===== src/rtl/dnn_pkg.sv =====
// Shared types and constants for the junction cycle controller.
package dnn_pkg;

    // Controller phases: waiting, presenting inputs, flushing the pipeline.
    typedef enum logic [1:0] {
        ST_IDLE  = 2'd0,
        ST_RUN   = 2'd1,
        ST_DRAIN = 2'd2
    } cyc_state_e;

    // Upper bound on junction count, used to size the flattened cpc vector.
    localparam int MAX_J  = 32;
    localparam int FLAT_W = MAX_J * 32;

    // Drain length in cycle blocks per junction: inference flushes one
    // block per junction, training needs a second pass for the backward sweep.
    localparam int DRAIN_INF_PER_J = 1;
    localparam int DRAIN_TRN_PER_J = 2;

    // Largest of the first n 32-bit entries packed LSB-first in flat.
    function automatic int max_of_array(input logic [FLAT_W-1:0] flat, input int n);
        logic [31:0] m;
        m = '0;
        for (int i = 0; i < MAX_J; i++) begin
            if (i < n && flat[i*32 +: 32] > m) m = flat[i*32 +: 32];
        end
        return int'(m);
    endfunction

endpackage


===== src/rtl/junc_index_gen.sv =====
// Maps the master cycle count onto one junction's cycle index: follows mc
// inside the junction's own window, then parks on its last index.
module junc_index_gen
    import dnn_pkg::*;
#(
    parameter int          IW  = 4,
    parameter logic [31:0] CPC = 32'd4
) (
    input  logic [IW-1:0] mc,
    output logic [IW-1:0] idx,
    output logic          active
);

    localparam logic [IW-1:0] IDX_LAST = IW'(CPC - 32'd1);

    // Window test and clamp; shorter junctions idle while longer ones finish.
    always_comb begin
        active = (32'(mc) < CPC);
        idx    = active ? mc : IDX_LAST;
    end

endmodule


===== src/rtl/junction_cycle_ctrl.sv =====
// Epoch/cycle-block sequencer for a multi-junction pipeline.
// Optional feature macro: CYCLE_CTRL_PAUSE_EN adds a 'pause' input that
// freezes the sequencer while busy.
module junction_cycle_ctrl
    import dnn_pkg::*;
#(
    parameter int                    J          = 2,
    parameter logic [0:J-1][31:0]    cpc        = '{32'd10, 32'd6},
    parameter int                    num_inputs = 64,
    localparam int CPCM      = max_of_array(FLAT_W'(cpc), J),
    localparam int IW        = $clog2(CPCM),
    localparam int DRAIN_INF = J * DRAIN_INF_PER_J,
    localparam int DRAIN_TRN = J * DRAIN_TRN_PER_J
) (
    input  logic            clk,
    input  logic            reset,
    input  logic            start,
    input  logic            mode,
`ifdef CYCLE_CTRL_PAUSE_EN
    input  logic            pause,
`endif
    output logic            busy,
    output logic            cycle_clk,
    output logic [J*IW-1:0] junc_index,
    output logic [J-1:0]    junc_active,
    output logic            load_en,
    output logic            epoch_done
);

    localparam logic [IW-1:0] MC_LAST      = IW'(CPCM - 1);
    localparam logic [15:0]   IN_LAST      = 16'(num_inputs - 1);
    localparam logic [15:0]   DRN_LAST_INF = 16'(DRAIN_INF - 1);
    localparam logic [15:0]   DRN_LAST_TRN = 16'(DRAIN_TRN - 1);

    cyc_state_e    state_q, state_d;
    logic [IW-1:0] mc_q, mc_d;
    logic [15:0]   in_cnt_q, in_cnt_d;
    logic [15:0]   drn_cnt_q, drn_cnt_d;
    logic          mode_q, mode_d;
    logic          done_q, done_d;
    logic          cyc_clk_q, cyc_clk_d;
    logic          wrap;
    logic          frz;
    logic [J-1:0]  act_raw;

`ifdef CYCLE_CTRL_PAUSE_EN
    assign frz = pause && (state_q != ST_IDLE);
`else
    assign frz = 1'b0;
`endif

    // Next-state: master counter, input/drain block counters and phase FSM.
    always_comb begin
        state_d   = state_q;
        mc_d      = mc_q;
        in_cnt_d  = in_cnt_q;
        drn_cnt_d = drn_cnt_q;
        mode_d    = mode_q;
        done_d    = 1'b0;
        wrap      = (mc_q == MC_LAST);
        if (!frz) begin
            unique case (state_q)
                ST_IDLE: begin
                    mc_d      = '0;
                    in_cnt_d  = '0;
                    drn_cnt_d = '0;
                    if (start) begin
                        state_d = ST_RUN;
                        mode_d  = mode;
                    end
                end
                ST_RUN: begin
                    mc_d = wrap ? '0 : mc_q + 1'b1;
                    if (wrap) begin
                        if (in_cnt_q == IN_LAST) begin
                            state_d  = ST_DRAIN;
                            in_cnt_d = '0;
                        end else begin
                            in_cnt_d = in_cnt_q + 16'd1;
                        end
                    end
                end
                ST_DRAIN: begin
                    mc_d = wrap ? '0 : mc_q + 1'b1;
                    if (wrap) begin
                        if (drn_cnt_q == (mode_q ? DRN_LAST_INF : DRN_LAST_TRN)) begin
                            state_d   = ST_IDLE;
                            drn_cnt_d = '0;
                            done_d    = 1'b1;
                        end else begin
                            drn_cnt_d = drn_cnt_q + 16'd1;
                        end
                    end
                end
                default: state_d = ST_IDLE;
            endcase
        end
        // Block-start strobe is registered from the next state so it is a clean flop output.
        cyc_clk_d = (state_d != ST_IDLE) && (mc_d == '0);
    end

    // State register with synchronous reset taking priority over start.
    always_ff @(posedge clk) begin
        if (reset) begin
            state_q   <= ST_IDLE;
            mc_q      <= '0;
            in_cnt_q  <= '0;
            drn_cnt_q <= '0;
            mode_q    <= 1'b0;
            done_q    <= 1'b0;
            cyc_clk_q <= 1'b0;
        end else begin
            state_q   <= state_d;
            mc_q      <= mc_d;
            in_cnt_q  <= in_cnt_d;
            drn_cnt_q <= drn_cnt_d;
            mode_q    <= mode_d;
            done_q    <= done_d;
            cyc_clk_q <= cyc_clk_d;
        end
    end

    for (genvar j = 0; j < J; j++) begin : g_junc
        junc_index_gen #(
            .IW  (IW),
            .CPC (cpc[j])
        ) u_gen (
            .mc     (mc_q),
            .idx    (junc_index[j*IW +: IW]),
            .active (act_raw[j])
        );
    end

    assign busy        = (state_q != ST_IDLE);
    assign cycle_clk   = cyc_clk_q && !frz;
    assign load_en     = (state_q == ST_RUN);
    assign epoch_done  = done_q;
    assign junc_active = (busy && !frz) ? act_raw : '0;

endmodule


===== config.mk =====
export PLATFORM = sky130hd
export DESIGN_NAME = junction_cycle_ctrl
export DESIGN_NICKNAME = d
export VERILOG_FILES = /design/src/rtl/dnn_pkg.sv /design/src/rtl/junc_index_gen.sv /design/src/rtl/junction_cycle_ctrl.sv
export SDC_FILE = /design/constraint.sdc
export NUM_CORES = 1
export LEC_CHECK = 0
export BUFFER_PORTS_ARGS = -buffer_cell sky130_fd_sc_hd__buf_2
export CELL_PAD_IN_SITES_DETAIL_PLACEMENT = 1
export CELL_PAD_IN_SITES_GLOBAL_PLACEMENT = 2
export CORE_MARGIN = 5
export CORE_UTILIZATION = 39
export CTS_CLUSTER_DIAMETER = 100
export CTS_CLUSTER_SIZE = 28
export DETAILED_ROUTE_END_ITERATION = 6
export GPL_TIMING_DRIVEN = 1
export PLACE_DENSITY = 0.89
export SLEW_MARGIN = 20
export SYNTH_ARGS = -nofsm -noshare
export SYNTH_HDL_FRONTEND = slang
export SYNTH_SLANG_ARGS = --single-unit

===== constraint.sdc =====
create_clock -name clk -period 4.25 [get_ports clk]
set_clock_uncertainty 0.2 [all_clocks]
set_input_delay 0.85 -clock clk [delete_from_list [all_inputs] [get_ports clk]]
set_output_delay 0.85 -clock clk [all_outputs]
set_load 0.01 [all_outputs]

==> impl_metrics.py <==
metrics = {
    "sta": {
        "tightest_slew_ps": 679,
        "fmax_ghz": 0.373,
        "finalHoldViolCount": 0,
        "finalCriticalPeriod_ps": 2680,
        "rsz0062_at_grt": "no",
        "fin_crit_sh_pct": 63.1,
        "setup_slack_ps": 1570,
        "hold_ws_ps": 300,
        "setup_viol": 0,
        "slew_viol_final": 0,
        "fin_tns_setup_ps": 0,
        "relSlewSlack_pct": 54.8,
    },
    "placed_design": {
        "hpwl_um": 4270,
        "dp_cells": 367,
        "post_dp_cell_area_um2": 2490,
        "gp_congestion": 0.803,
        "dp_slack_ps": 1610,
        "io_buffer_count": 16,
    },
    "setup_path": {
        "end_kind": "register",
        "path_cells": "ha_1, and3b_1, nand2_1, nor2_4, or4b_2, o311ai_1",
        "cp_slowest_cell": "or4b_2",
        "required_ps": 4240,
        "cp_top_family": "simple AND/OR/NAND/NOR gates",
        "cp_slowest_stage_delay_ps": 620,
        "path_class": "reg2reg",
        "crit_path_max_fanout": 19,
        "critPathLaunchType": "register",
        "critPathArrivalTime_ps": 2680,
        "critPathBufInv": 0,
    },
    "clock_tree": {
        "cts_tree": "done",
        "root_buffer": "clkbuf_8",
        "path_clk_slew_ps": 80,
        "clock_path_buffers": 2,
        "cts.sink_count": 41,
        "htreeDepth": 2,
        "worstSkewPairLatency_ps": 290,
        "cts_setup_buffers": 0,
        "cts-resized-gates": 0,
        "hold_buffers": 0,
        "cts_buffers": 5,
    },
    "finish": {
        "utilization_pct": 43.6,
        "fill_cells": 709,
        "syn_to_final_growth_pct": 8.18,
        "design_area_um2": 2580,
        "layout_commonest_cell": "dfxtp_1",
        "final_cells": 374,
        "layout_common_cells": "41 x dfxtp_1, 24 x nor2_1, 24 x nand2_1, 24 x a21oi_1, 16 x buf_2",
        "drive_gt1_share_pct": 12.0,
        "diodes": 0,
        "fin_nets": 311,
    },
    "power_and_ir_drop": {
        "p_clk_share_pct": 36.0,
        "ir_worst_vdd_v": 0.000194,
        "powerDensity_nw_per_um2": 284,
        "swShare_pct": 25.6,
        "p_leak_nw": 0.925,
        "intPower_mw": 0.544,
        "power_mw": 0.732,
        "pwr-share-seq_pct": 53.4,
        "p_switching_mw": 0.188,
        "pwr-share-comb_pct": 10.6,
    },
    "floorplanning": {
        "core_um2": 5920,
        "die_y_um": 88.2,
        "die_area_um2": 7780,
        "rows": 28,
        "dieWidth_um": 88.2,
        "io_pins": 18,
        "initial_core_util_pct": 40.3,
    },
    "yosys": {
        "syn_inst": 290,
        "synth_edf_count": 0,
        "synthArstFlopShare_pct": 0,
        "ys_ff_latch": 41,
        "synth_seq_area_share_pct": 34.4,
        "synth_flop_cell": "dfxtp_1",
        "synthDistinctLibCells": 56,
        "syn-num-nets": 302,
        "avgSynthCellArea_um2": 8.22,
        "yosysWarnings": 0,
        "synth_area_um2": 2380,
    },
    "grt": {
        "grt_max_degree": 39,
        "grt-ovfl-total": 0,
        "grt_pass1_vias": 2267,
        "grt_usage_pct": 17.0,
        "antenna_found_initial": 0,
        "grt_pass1_wl_um": 10700,
    },
    "route": {
        "via_count": 2223,
        "dr.pass1.iters": 4,
        "postRouteAntennaNets": 0,
        "routed_wl_um": 5980,
        "drt-vias-per-instance": 5.94,
        "drc": 0,
        "drtIter0Drc": 124,
        "wl_per_cell_um": 16.0,
    },
    "run_status": {
        "status": "complete, no violations",
    },
    "job": {
        "maxCapViolCount": 0,
    },
    "worst_hold_path": {
        "min_path_type": "reg2reg",
    },
}
==> routing by layer <==
layer  share of wire (%)  track usage, %  vias to the layer above
li1                    -               -                     1116
met1                  51            23.8                     1067
met2                  45            27.1                       35
met3                 2.9            3.29                        5
met4                0.74            4.26                        0
met5                   0               0                        -
==> power by group through the flow <==
stage	clock [mW]	sequential, mW	combinational (mW)
5_1_grt	0.293	0.391	0.0872
3_3_place_gp	0	0.400	0.0778
3_5_place_dp	0	0.400	0.0777
4_1_cts	0.276	0.391	0.0781
6_report	0.263	0.391	0.0779
2_1_floorplan	0	0.400	0.0522
==> registers in the layout (all words and copies together), names as in the netlist <==
register and count:
in_cnt_q 16, cycle_clk 1, state_q 2, epoch_done 1, mode_q 1, drn_cnt_q 16, mc_q 4
==> cells by family (layout without fill, tap and decap cells) <==
logic type | count (synthesis) | after routing | synth area share [%]
simple gates | 121 | 121 | 28.5
fa+ha+maj | 8 | 8 | 4.20
xor+xnor | 6 | 6 | 2.20
flops | 41 | 41 | 34.4
buf+inv | 25 | 34 | 4.93
other cells | 1 | 1 | 0.157
compound gates | 84 | 84 | 23.9
mux | 4 | 4 | 1.68
==> final timing paths <==
kind,from,to,slack [ps],cells past startpoint
min reg2reg,mode_q$_SDFFE_PP0P_,mode_q$_SDFFE_PP0P_,300,2
min,mode_q$_SDFFE_PP0P_,mode_q$_SDFFE_PP0P_,300,2
max reg2reg,mc_q[0]$_SDFF_PP0_,in_cnt_q[15]$_SDFFE_PP0P_,1570,6
max,mc_q[0]$_SDFF_PP0_,in_cnt_q[15]$_SDFFE_PP0P_,1570,6
==> Yosys cell counts, types with 2 or more instances <==
master / instances / area (um^2)
dfxtp_1: 41 / 821
a21oi_1: 24 / 120
nand2_1: 24 / 90.1
nor2_1: 24 / 90.1
o21ai_0: 15 / 75.1
nand3_1: 12 / 60.1
a31oi_1: 11 / 68.8
clkbuf_1: 10 / 37.5
nor3_1: 10 / 50.1
a311oi_1: 8 / 70.1
and3_1: 8 / 50.1
ha_1: 8 / 100
inv_1: 8 / 30.0
nand4_1: 7 / 43.8
nor2b_1: 6 / 37.5
xor2_1: 5 / 43.8
a41oi_1: 4 / 35.0
buf_2: 4 / 20.0
mux2i_1: 4 / 40.0
nor4_1: 4 / 25.0
a211oi_1: 3 / 22.5
a22o_1: 3 / 26.3
nand2b_1: 3 / 18.8
nand3b_1: 3 / 22.5
o311a_1: 3 / 30.0
or4_1: 3 / 22.5
a31o_2: 2 / 17.5
and4_1: 2 / 17.5
buf_6: 2 / 22.5
nand4b_1: 2 / 17.5
o311ai_1: 2 / 17.5
==> worst reg2reg max path, stage by stage, from the launching register on <==
cell	delay, ps
dfxtp_1	480
ha_1	260
and3b_1	300
nand2_1	210
nor2_4	410
or4b_2	620
o311ai_1	90
==> layout make-up <==
| type | count | area, um^2 | area share [%] |
|---|---|---|---|
| Sequential cell | 41 | 821 | 31.8 |
| Multi-Input combinational cell | 224 | 1450 | 56.1 |
| Inverter | 8 | 30.0 | 1.16 |
| Clock buffer | 7 | 86.3 | 3.35 |
| Tap cell | 75 | 93.8 | 3.64 |
| Timing Repair Buffer | 19 | 103 | 3.98 |
No activity file was read; power rests on OpenSTA's default activity.
